### config.mk
export PLATFORM = sky130hd
export DESIGN_NAME = register_fetch_controller_flat
export DESIGN_NICKNAME = d
export VERILOG_FILES = /design/src/rtl/register_fetch_controller_if.sv /design/src/rtl/register_fetch_controller.sv /design/src/flat_wrapper.sv
export SDC_FILE = /design/constraint.sdc
export NUM_CORES = 1
export LEC_CHECK = 0
export CORE_MARGIN = 3
export CORE_UTILIZATION = 48
export CTS_CLUSTER_SIZE = 24
export DETAILED_ROUTE_END_ITERATION = 10
export GPL_ROUTABILITY_DRIVEN = 0
export HOLD_SLACK_MARGIN = 0.06
export PLACE_DENSITY = 0.82
export SYNTH_ARGS = -nofsm -noshare
export SYNTH_HDL_FRONTEND = slang
export SYNTH_SLANG_ARGS = --single-unit
### constraint.sdc
create_clock -name clock -period 4.9 [get_ports clock]
set_input_delay 0.98 -clock clock [delete_from_list [all_inputs] [get_ports clock]]
set_output_delay 0.98 -clock clock [all_outputs]
set_load 0.01 [all_outputs]
### src/rtl/register_fetch_controller_if.sv
// rtl/register_fetch_controller_if.sv - decode/execute/writeback/register-file signal bundle for the fetch controller
interface register_fetch_controller_if #(
  parameter int WORD_SIZE = 8,
  parameter int REG_BITS  = 3
);
  logic                 req_valid;
  logic                 req_ready;
  logic [REG_BITS-1:0]  req_src1;
  logic [REG_BITS-1:0]  req_src2;
  logic                 req_wr;
  logic [REG_BITS-1:0]  req_dst;
  logic                 op_valid;
  logic                 op_ready;
  logic [WORD_SIZE-1:0] op_a;
  logic [WORD_SIZE-1:0] op_b;
  logic                 wb_valid;
  logic [REG_BITS-1:0]  wb_num;
  logic [WORD_SIZE-1:0] wb_val;
  logic [REG_BITS-1:0]  rf_num1;
  logic [REG_BITS-1:0]  rf_num2;
  logic                 rf_get_enable;
  logic [REG_BITS-1:0]  rf_set_num;
  logic [WORD_SIZE-1:0] rf_set_val;
  logic                 rf_set_enable;
  logic                 rf_reset_enable;
  logic [WORD_SIZE-1:0] rf_out1;
  logic [WORD_SIZE-1:0] rf_out2;

  // master is the fetch controller; slave is its surroundings (decode, execute, writeback, register file)
  modport master (
    input  req_valid, req_src1, req_src2, req_wr, req_dst,
    input  op_ready, wb_valid, wb_num, wb_val, rf_out1, rf_out2,
    output req_ready, op_valid, op_a, op_b,
    output rf_num1, rf_num2, rf_get_enable, rf_set_num, rf_set_val,
    output rf_set_enable, rf_reset_enable
  );

  modport slave (
    output req_valid, req_src1, req_src2, req_wr, req_dst,
    output op_ready, wb_valid, wb_num, wb_val, rf_out1, rf_out2,
    input  req_ready, op_valid, op_a, op_b,
    input  rf_num1, rf_num2, rf_get_enable, rf_set_num, rf_set_val,
    input  rf_set_enable, rf_reset_enable
  );
endinterface

### src/rtl/register_fetch_controller.sv
// rtl/register_fetch_controller.sv - operand fetch controller with pending-write scoreboard and writeback forwarding
module register_fetch_controller #(
  parameter int WORD_SIZE = 8,
  parameter int NUM_REGS  = 8,
  parameter int REG_BITS  = 3
) (
  input  logic                        clock,
  input  logic                        reset,
  register_fetch_controller_if.master bus
);
  typedef enum logic [1:0] {INIT, IDLE, READ, HOLD} state_t;

  state_t               state;
  logic [NUM_REGS-1:0]  pending;
  logic [NUM_REGS-1:0]  pending_next;
  logic                 fwd1;
  logic                 fwd2;
  logic [WORD_SIZE-1:0] fwd_val;
  logic                 hit1;
  logic                 hit2;
  logic                 stall;
  logic                 accept;

  // A writeback landing this cycle resolves the hazard it would otherwise raise
  assign hit1   = bus.wb_valid && (bus.wb_num == bus.req_src1);
  assign hit2   = bus.wb_valid && (bus.wb_num == bus.req_src2);
  assign stall  = (pending[bus.req_src1] && !hit1) || (pending[bus.req_src2] && !hit2);

  assign bus.req_ready       = (state == IDLE) && !stall && !reset;
  assign accept              = bus.req_valid && bus.req_ready;
  assign bus.rf_get_enable   = accept;
  assign bus.rf_num1         = bus.req_src1;
  assign bus.rf_num2         = bus.req_src2;
  assign bus.rf_set_num      = bus.wb_num;
  assign bus.rf_set_val      = bus.wb_val;
  assign bus.rf_set_enable   = bus.wb_valid && !reset && (state != INIT);
  assign bus.rf_reset_enable = reset || (state == INIT);

  // Clear before set so a new writer of the same register keeps it pending
  always_comb begin
    pending_next = pending;
    if (bus.rf_set_enable) pending_next[bus.wb_num] = 1'b0;
    if (accept && bus.req_wr) pending_next[bus.req_dst] = 1'b1;
  end

  always_ff @(posedge clock) begin
    if (reset) begin
      state        <= INIT;
      pending      <= '0;
      bus.op_valid <= 1'b0;
      bus.op_a     <= '0;
      bus.op_b     <= '0;
      fwd1         <= 1'b0;
      fwd2         <= 1'b0;
      fwd_val      <= '0;
    end else begin
      pending <= pending_next;
      case (state)
        INIT: state <= IDLE;
        IDLE: begin
          if (accept) begin
            fwd1    <= hit1;
            fwd2    <= hit2;
            fwd_val <= bus.wb_val;
            state   <= READ;
          end
        end
        READ: begin
          // The file returns the pre-write value when read and write share an edge
          bus.op_a     <= fwd1 ? fwd_val : bus.rf_out1;
          bus.op_b     <= fwd2 ? fwd_val : bus.rf_out2;
          bus.op_valid <= 1'b1;
          state        <= HOLD;
        end
        HOLD: begin
          if (bus.op_ready) begin
            bus.op_valid <= 1'b0;
            state        <= IDLE;
          end
        end
        default: state <= INIT;
      endcase
    end
  end
endmodule

### src/flat_wrapper.sv
// flat-port wrapper written by rule: the top's interface ports become plain ports
module register_fetch_controller_flat 
#(
  parameter int WORD_SIZE = 8,
  parameter int NUM_REGS  = 8,
  parameter int REG_BITS  = 3
)
  (clock, reset, bus_req_valid, bus_req_src1, bus_req_src2, bus_req_wr, bus_req_dst, bus_op_ready, bus_wb_valid, bus_wb_num, bus_wb_val, bus_rf_out1, bus_rf_out2, bus_req_ready, bus_op_valid, bus_op_a, bus_op_b, bus_rf_num1, bus_rf_num2, bus_rf_get_enable, bus_rf_set_num, bus_rf_set_val, bus_rf_set_enable, bus_rf_reset_enable);
  register_fetch_controller_if #(.WORD_SIZE(WORD_SIZE), .REG_BITS(REG_BITS)) bus_i ();
  input  logic clock;
  input  logic reset;
  input wire logic [$bits(bus_i.req_valid)-1:0] bus_req_valid;
  input wire logic [$bits(bus_i.req_src1)-1:0] bus_req_src1;
  input wire logic [$bits(bus_i.req_src2)-1:0] bus_req_src2;
  input wire logic [$bits(bus_i.req_wr)-1:0] bus_req_wr;
  input wire logic [$bits(bus_i.req_dst)-1:0] bus_req_dst;
  input wire logic [$bits(bus_i.op_ready)-1:0] bus_op_ready;
  input wire logic [$bits(bus_i.wb_valid)-1:0] bus_wb_valid;
  input wire logic [$bits(bus_i.wb_num)-1:0] bus_wb_num;
  input wire logic [$bits(bus_i.wb_val)-1:0] bus_wb_val;
  input wire logic [$bits(bus_i.rf_out1)-1:0] bus_rf_out1;
  input wire logic [$bits(bus_i.rf_out2)-1:0] bus_rf_out2;
  output wire logic [$bits(bus_i.req_ready)-1:0] bus_req_ready;
  output wire logic [$bits(bus_i.op_valid)-1:0] bus_op_valid;
  output wire logic [$bits(bus_i.op_a)-1:0] bus_op_a;
  output wire logic [$bits(bus_i.op_b)-1:0] bus_op_b;
  output wire logic [$bits(bus_i.rf_num1)-1:0] bus_rf_num1;
  output wire logic [$bits(bus_i.rf_num2)-1:0] bus_rf_num2;
  output wire logic [$bits(bus_i.rf_get_enable)-1:0] bus_rf_get_enable;
  output wire logic [$bits(bus_i.rf_set_num)-1:0] bus_rf_set_num;
  output wire logic [$bits(bus_i.rf_set_val)-1:0] bus_rf_set_val;
  output wire logic [$bits(bus_i.rf_set_enable)-1:0] bus_rf_set_enable;
  output wire logic [$bits(bus_i.rf_reset_enable)-1:0] bus_rf_reset_enable;
  assign bus_i.req_valid = bus_req_valid;
  assign bus_i.req_src1 = bus_req_src1;
  assign bus_i.req_src2 = bus_req_src2;
  assign bus_i.req_wr = bus_req_wr;
  assign bus_i.req_dst = bus_req_dst;
  assign bus_i.op_ready = bus_op_ready;
  assign bus_i.wb_valid = bus_wb_valid;
  assign bus_i.wb_num = bus_wb_num;
  assign bus_i.wb_val = bus_wb_val;
  assign bus_i.rf_out1 = bus_rf_out1;
  assign bus_i.rf_out2 = bus_rf_out2;
  assign bus_req_ready = bus_i.req_ready;
  assign bus_op_valid = bus_i.op_valid;
  assign bus_op_a = bus_i.op_a;
  assign bus_op_b = bus_i.op_b;
  assign bus_rf_num1 = bus_i.rf_num1;
  assign bus_rf_num2 = bus_i.rf_num2;
  assign bus_rf_get_enable = bus_i.rf_get_enable;
  assign bus_rf_set_num = bus_i.rf_set_num;
  assign bus_rf_set_val = bus_i.rf_set_val;
  assign bus_rf_set_enable = bus_i.rf_set_enable;
  assign bus_rf_reset_enable = bus_i.rf_reset_enable;
  register_fetch_controller #(.WORD_SIZE(WORD_SIZE), .NUM_REGS(NUM_REGS), .REG_BITS(REG_BITS)) u_core (.clock(clock), .reset(reset), .bus(bus_i));
endmodule
==> results of run 1 <==
stage by stage:
step | util [%] | setup WS, ps | total power [mW] | hold WS, ps
4_1_cts | 70.2 | 588 | 0.888 | 487
3_5_place_dp | 67.9 | 597 | 0.662 | 477
3_3_place_gp | 67.9 | 650 | 0.655 | 472
5_1_grt | 70.2 | 444 | 0.935 | 504
6_report | 70.2 | 591 | 0.881 | 487
2_1_floorplan | - | 1730 | 0.524 | 451
flip-flops by register name, summed over array words and instances (netlist names):
signal and cells:
u_core.pending 8, u_core.bus.op_a 8, u_core.fwd_val 8, u_core.bus.op_valid 1
u_core.fwd1 1, u_core.fwd2 1, u_core.bus.op_b 8, u_core.state 2
power by group:
group	switching, mW	internal, mW	total, mW
clock network	0.113	0.114	0.227
logic	0.140	0.154	0.295
registers	0.0220	0.338	0.359
cell families (layout without fill, tap and decap cells):
family          after synthesis  after routing  share of synthesized area [%]
fa+ha+maj                     4              4                           2.31
simple gates                 75             75                           20.9
buf+inv                      42             96                           11.3
xor+xnor                      6              6                           2.42
mux                          22             22                           11.5
compound gates               59             59                           17.4
flops                        37             37                           34.1
metal layers:
layer / global-route usage [%] / vias up
li1: - / 1006
met1: 26.8 / 932
met2: 38.1 / 79
met3: 6.06 / 9
met4: 4.51 / 0
met5: 0 / -
worst reg2reg max path, cell delays in order, from the launching register on:
cell and delay [ps]:
dfxtp_1 370, mux4_2 260, nor2_2 40, nor3_2 670, nor3_1 180, o311ai_1 320
placed cells by master (no fill, tap or decap), types with 3 or more instances in the layout:
cell type and n:
a211oi_1 16, nand2_1 7, or3_1 3, o31ai_1 12, mux2i_1 16, ha_1 4, clkdlybuf4s50_1 79, a21oi_1 20
buf_4 5, nand4_1 18, nor2_1 18, nand2b_1 4, clkbuf_8 6, o21ai_0 6, nor3b_1 3, xor2_1 6
dfxtp_1 37, mux2_2 4
worst paths after layout:
check | start | end | slack [ps]
hold reg to reg | u_core.bus.op_b[1] | u_core.bus.op_b[1] | 490
hold / removal | u_core.bus.op_b[1] | u_core.bus.op_b[1] | 490
setup / recovery | bus_wb_num[1] | bus_rf_get_enable | 590
setup reg to reg | u_core.pending[1] | u_core.state[1] | 2970
final cells by class:
class                      count  area, sq um
clock buffer                   6         82.6
clock inverter                 2         13.8
fill                         368         1240
inverter                       4         16.3
multi-input combinational    166         1180
sequential                    37          741
tap                           50         62.6
timing repair buffer          84          828
==> metrics.md, run 1 <==
| Metric | Value |
|---|---|
| DR DRC count | 0 |
| Leading area contributor after synthesis | dfxtp_1 |
| DR top layer | met4 |
| DP HPWL | 4340 microns |
| CP max stage delay | 640 ps |
| Worst Hold Depth | 2 |
| Core ar. | 4170 sq um |
| Crit path depth | 6 |
| GR Util All Layers | 21.9% |
| Met1 WL | 2410 microns |
| Share of layout cells above drive strength 1 | 9.36% |
| Cell Area, Placed | 2830 sq um |
| Via count | 2026 |
| Initial antenna violation count | 0 |
| Layout Cells excl Fill | 349 |
| CP endpoint kind | output pin |
| Global-route wire length before repair | 9130 microns |
| Worst EP required | 3920 ps |
| Die Height | 73.2 microns |
| Status | complete, no violations |
| Pwr dens | 301 nW/um^2 |
| MaxCap Viol Count | 0 |
| Final instance area | 2930 sq um |
| Clock-pin slew on the worst setup and hold paths | 80 ps |
| Routed WL per cell | 16.2 microns |
| Worst Max-Slew Pin Slew | 1060 ps |
| Routed Wire Length | 5640 microns |
| # hold bufs at CTS | 0 |
| Final setup violation count | 0 |
| Sequential share of the synthesized area | 34.1% |
| Area delta synth->final | 34.9% |
| Final hold vios | 0 |
| RSZ-0062 raised after global routing | no |
| NumNets Final | 344 |
| CTS buffer count | 5 |
| Number of flops mapped to enable cells by yosys | 0 |
| Pre-Repair DR Iteration Count | 4 |
| Worst-path fanout max | 13 |
| Most frequent cell after synthesis | dfxtp_1 |
| Yosys warnings | 0 |
| Worst path buffer plus inverter count | 2 |
| Root buffer cell | clkbuf_8 |
| Synth top area share | 34.1% |
| CTS tree | built |
| Top delay family on crit path | buffers and inverters |
| Number of DRC markers in iteration 0 | 127 |
| Leakage | 0.972 nW |
| Initial Util | 52.0% |
| Worst r2r path cells | 5 |
| Flops & latches, synth | 37 |
| Post-route clock period utilization | 87.9% |
| Synth Instances | 245 |
| Via density | 5.81 |
| Met3 WL | 421 microns |
| Min-Delay Path Class | reg -> reg |
| Slew HR | 29.6% |
| Setup TNS | 0 ps |
| Distinct cell type count after synthesis | 43 |
| Startpoint Class | primary input |
| Avg Cell Area, Syn | 8.86 sq um |
| Ranking of synthesized cells by area | dfxtp_1, mux2i_1, buf_4 |
| Largest net degree at the start of global routing | 34 |
| Cell area after synthesis | 2170 sq um |
| Antenna Cells | 0 |
| Sinks on Clock Net | 37 |
| Syn_nets | 291 |
| Boundary pin count | 80 |
| Row count | 23 |
| Die X | 73.2 microns |
| Commonest cells post-synth | dfxtp_1, a21oi_1, nand4_1, nor2_1, buf_4 |
| Metal2 WL | 2760 microns |
| Final worst path period need | 4310 ps |
| Top_reg_cell synth | dfxtp_1 |
| Die ar. | 5360 sq um |
| Most frequent CP cell | clkdlybuf4s50_1 |
| Critical setup path kind | in -> out |
| Clk buf depth | 2 |
| Crit-path slowest cell | clkdlybuf4s50_1 |
| Post-DRT Antenna Nets | 0 |
| Clock latency on the worst-skew pair | 300 ps |
| Gr ovfl total | 0 |
| Post-synth ARST share | 0% |
| Htree depth | 2 |
| Worst-path cell chain | clkdlybuf4s50_1, xor2_1, nor4_4, nor3_2, nor3_1, clkdlybuf4s50_1 |
| Number of global-route vias before repair | 1938 |
| CP arrival | 3330 ps |
| Postcts setup bufs | 0 |
| Worst VDD drop | 0.167 mV |
| Inst Count DP | 341 |
| Max Slew Vio Count | 0 |
| Post-CTS sizing | 0 |
| Port bufs | 79 |
| F_max | 232 MHz |
| Clk_skew | 10.3 ps |
No activity file was read; power rests on OpenSTA's default activity.
==> inputs of run 2 (changes only) <==
Settings changed: ABC_AREA set to 1, CORE_UTILIZATION 48 to 47, PLACE_DENSITY 0.82 to 0.81, SETUP_SLACK_MARGIN set to 0.15.
==> run 2 against run 1 <==
  * Largest cell class unchanged
  * Die area decreased by 1.1%
  * Clock-buffer cell count increased by 1
  * Clock skew decreased by 0.58 ps
  * First-iteration DRC count increased by 22%
  * Combinational power decreased by 9.5%
  * Sequential cell count unchanged
  * Sequential share of layout area increased by 0.38 points
  * Synthesized cell count increased by 21%
  * Fmax increased by 3.3%
  * Register-to-register slack got worse by 240 ps
==> metrics.md, run 2 <==
| Metric | Value |
|---|---|
| Busiest grt layer | met2 |
| Internal reg-to-reg setup slack | 2730 ps (-240 ps) |
| Largest net degree at the start of global routing | 29 (-15%) |
| Most frequent cell after synthesis | inv_1 |
| DR DRC count | 0 (unchanged) |
| Worst VDD drop | 0.173 mV (+3.6%) |
| Worst hold path endpoint | u_core.fwd_val[4] |
| Clk_skew | 9.71 ps (-0.576 ps) |
| GR met1 Demand/Resource | 26.2% (-0.63 points) |
| Top_reg_cell synth | dfxtp_1 |
| Reg-to-reg critical path endpoint | u_core.bus.op_b[0] |
| Yosys warnings | 0 (unchanged) |
| Number of flops mapped to enable cells by yosys | 0 (unchanged) |
| Cell area after synthesis | 2100 sq um (-3.2%) |
| CTS buffer count | 5 (unchanged) |
| Final setup violation count | 0 (unchanged) |
| CTS tree | built |
| Number of global-route vias before repair | 2018 (+4.1%) |
| RSZ-0062 raised after global routing | no |
| Pre-Repair DR Iteration Count | 4 (unchanged) |
| Leading area contributor after synthesis | dfxtp_1 |
| Syn_nets | 343 (+18%) |
| Final worst path period need | 4170 ps (-137 ps) |
| Min-Delay Path Class | reg -> reg |
| Pwr dens | 309 nW/um^2 (+2.8%) |
| Gr ovfl total | 0 (unchanged) |
| Most frequent cells in the layout | clkdlybuf4s50_1, inv_1, nand2_1, dfxtp_1, a21oi_1 |
| Commonest cells post-synth | inv_1, nand2_1, dfxtp_1 |
| Worst r2r path cells | 7 (+2) |
| Clk pwr share | 30.4% (+4.7 points) |
| Net Switching | 0.257 mW (-6.7%) |
| Port bufs | 79 (unchanged) |
| Htree depth | 2 (unchanged) |
| Clock-pin slew on the worst setup and hold paths | 70 ps (about the same) |
| Worst EP required | 3920 ps (about the same) |
| Multi-input logic area | 952 sq um (-20%) |
| Worst Max-Slew Pin Slew | 703 ps (-354 ps) |
| Seq pwr share | 39.6% (-1.2 points) |
| Switching share of power | 28.8% (-2.4 points) |
| Die X | 72.8 microns (-0.54%) |
| # hold bufs at CTS | 0 (unchanged) |
| Critical setup path kind | in -> out |
| NumNets Final | 400 (+16%) |
| Initial Util | 50.7% (-1.3 points) |
| Boundary pin count | 80 (unchanged) |
| Via count | 2100 (+3.7%) |
| DP HPWL | 4240 microns (-2.3%) |
| Ranking of synthesized cells by area | dfxtp_1, inv_1, a21oi_1 |
| Final hold vios | 0 (unchanged) |
| Max Slew Vio Count | 0 (unchanged) |
| Initial antenna violation count | 0 (unchanged) |
| Hold path startpoint | u_core.fwd_val[4] |
| MaxCap Viol Count | 0 (unchanged) |
| Inst Count DP | 397 (+16%) |
| Via density | 5.19 (-11%) |
| CP arrival | 3190 ps (-140 ps) |
| Share of layout cells above drive strength 1 | 5.07% (-4.3 points) |
| Slew HR | 53.1% (+24 points) |
| Startpoint Class | primary input |
| Internal | 0.635 mW (+4.9%) |
| GR Util All Layers | 21.7% (-0.16 points) |
| Register area | 741 sq um (unchanged) |
| CP endpoint kind | output pin |
| Clk buf depth | 2 (unchanged) |
| Synth Instances | 297 (+21%) |
| Post-synth ARST share | 0% (unchanged) |
| Die Height | 72.8 microns (-0.54%) |
| Layout Cells excl Fill | 405 (+16%) |
| Number of DRC markers in iteration 0 | 155 (+22%) |
| Routed Wire Length | 5660 microns (+0.32%) |
| Avg Cell Area, Syn | 7.07 sq um (-20%) |
| Leakage | 1.24 nW (+27%) |
| Post-DRT Antenna Nets | 0 (unchanged) |
| Distinct cell type count after synthesis | 25 (-42%) |
| Status | complete, no violations |
| Postcts setup bufs | 0 (unchanged) |
| Post-CTS sizing | 0 (unchanged) |
| F_max | 240 MHz (+3.3%) |
| Global-route wire length before repair | 9060 microns (-0.76%) |
| R2R Path Start | u_core.state[0] |
| Area delta synth->final | 37.4% |
| Die ar. | 5300 sq um (-1.1%) |
| Flops & latches, synth | 37 (unchanged) |
| Commonest non-fill, non-tap cell in the layout | clkdlybuf4s50_1 |
| Row count | 23 (unchanged) |
| Post-route clock period utilization | 85.1% (-2.8 points) |
| GR Util met3 | 3.58% (-2.5 points) |
| Setup TNS | 0 ps (unchanged) |
| Synth top area share | 35.3% (+1.1 points) |
| Routed WL per cell | 14.0 microns (-14%) |
| Final Util | 69.6% (-0.57 points) |
| Combinational Power Share | 29.9% (-3.6 points) |
| Root buffer cell | clkbuf_8 |
| Core ar. | 4140 sq um (-0.69%) |
| Sinks on Clock Net | 37 (unchanged) |
| Fillers | 358 (-2.7%) |
| Sequential share of the synthesized area | 35.3% (+1.1 points) |
| Clock latency on the worst-skew pair | 290 ps (about the same) |
| Worst Hold Depth | 2 (unchanged) |
| Met2 Usage GRT | 37.2% (-0.96 points) |
| Worst-path fanout max | 22 (+9) |
| Antenna Cells | 0 (unchanged) |
-- run 2: metrics by stage --
| stage | power (mW) | setup slack (ps) | hold WS, ps | area (sq um) |
|---|---|---|---|---|
| 6_report | 0.892 | 728 | 476 | 2880 |
| 5_1_grt | 0.938 | 563 | 495 | 2880 |
| 4_1_cts | 0.895 | 765 | 473 | 2880 |
| 3_5_place_dp | 0.626 | 776 | 464 | 2770 |
| 3_3_place_gp | 0.620 | 845 | 461 | 2770 |
| 2_1_floorplan | 0.500 | 2040 | 440 | 2100 |
-- run 2: area by class of cell --
class,instances,area share (%)
Timing Repair Buffer,80,27.7
Multi-Input combinational cell,173,33.0
Sequential cell,37,25.7
Inverter,57,7.42
Clock buffer,7,2.99
Clock inverter,1,1.04
Tap cell,50,2.17
-- run 2: kinds of logic (layout without fill, tap and decap cells) --
group | count (synthesis) | in the layout | share of synthesized area, %
compound gates | 91 | 91 | 25.3
xor+xnor | 1 | 1 | 0.417
fa+ha+maj | 4 | 4 | 2.38
buf+inv | 87 | 145 | 19.4
flops | 37 | 37 | 35.3
simple gates | 77 | 77 | 17.3
-- run 2: worst max-delay path, stage by stage --
cell,delay (ps)
clkdlybuf4s50_1,650
inv_2,110
nand2_1,70
nand2_1,50
nor2_1,120
nand2_1,80
nand3_2,100
nand4_4,280
inv_2,170
clkdlybuf4s50_1,560
-- run 2: worst max path at each step --
stage,startpoint,to,depth (start not counted)
2_1_floorplan,bus_wb_num[0],bus_rf_get_enable,9
3_3_place_gp,bus_wb_num[2],bus_rf_get_enable,10
3_5_place_dp,bus_wb_num[2],bus_rf_get_enable,10
4_1_cts,bus_wb_num[2],bus_rf_get_enable,10
5_1_grt,bus_wb_num[2],bus_rf_get_enable,10
6_report,bus_wb_num[2],bus_rf_get_enable,10
-- run 2: power groups by stage --
| stage | clock network [mW] | logic (mW) | registers, mW |
|---|---|---|---|
| floorplan | 0 | 0.129 | 0.371 |
| global placement | 0 | 0.261 | 0.359 |
| detailed placement | 0 | 0.266 | 0.360 |
| CTS | 0.273 | 0.269 | 0.354 |
| global route | 0.286 | 0.294 | 0.357 |
| finish | 0.271 | 0.267 | 0.354 |
-- run 2: layer usage --
layer	vias to the layer above	wire, microns
li1	1081	-
met1	946	2550
met2	61	2680
met3	12	287
met4	0	142
met5	-	0
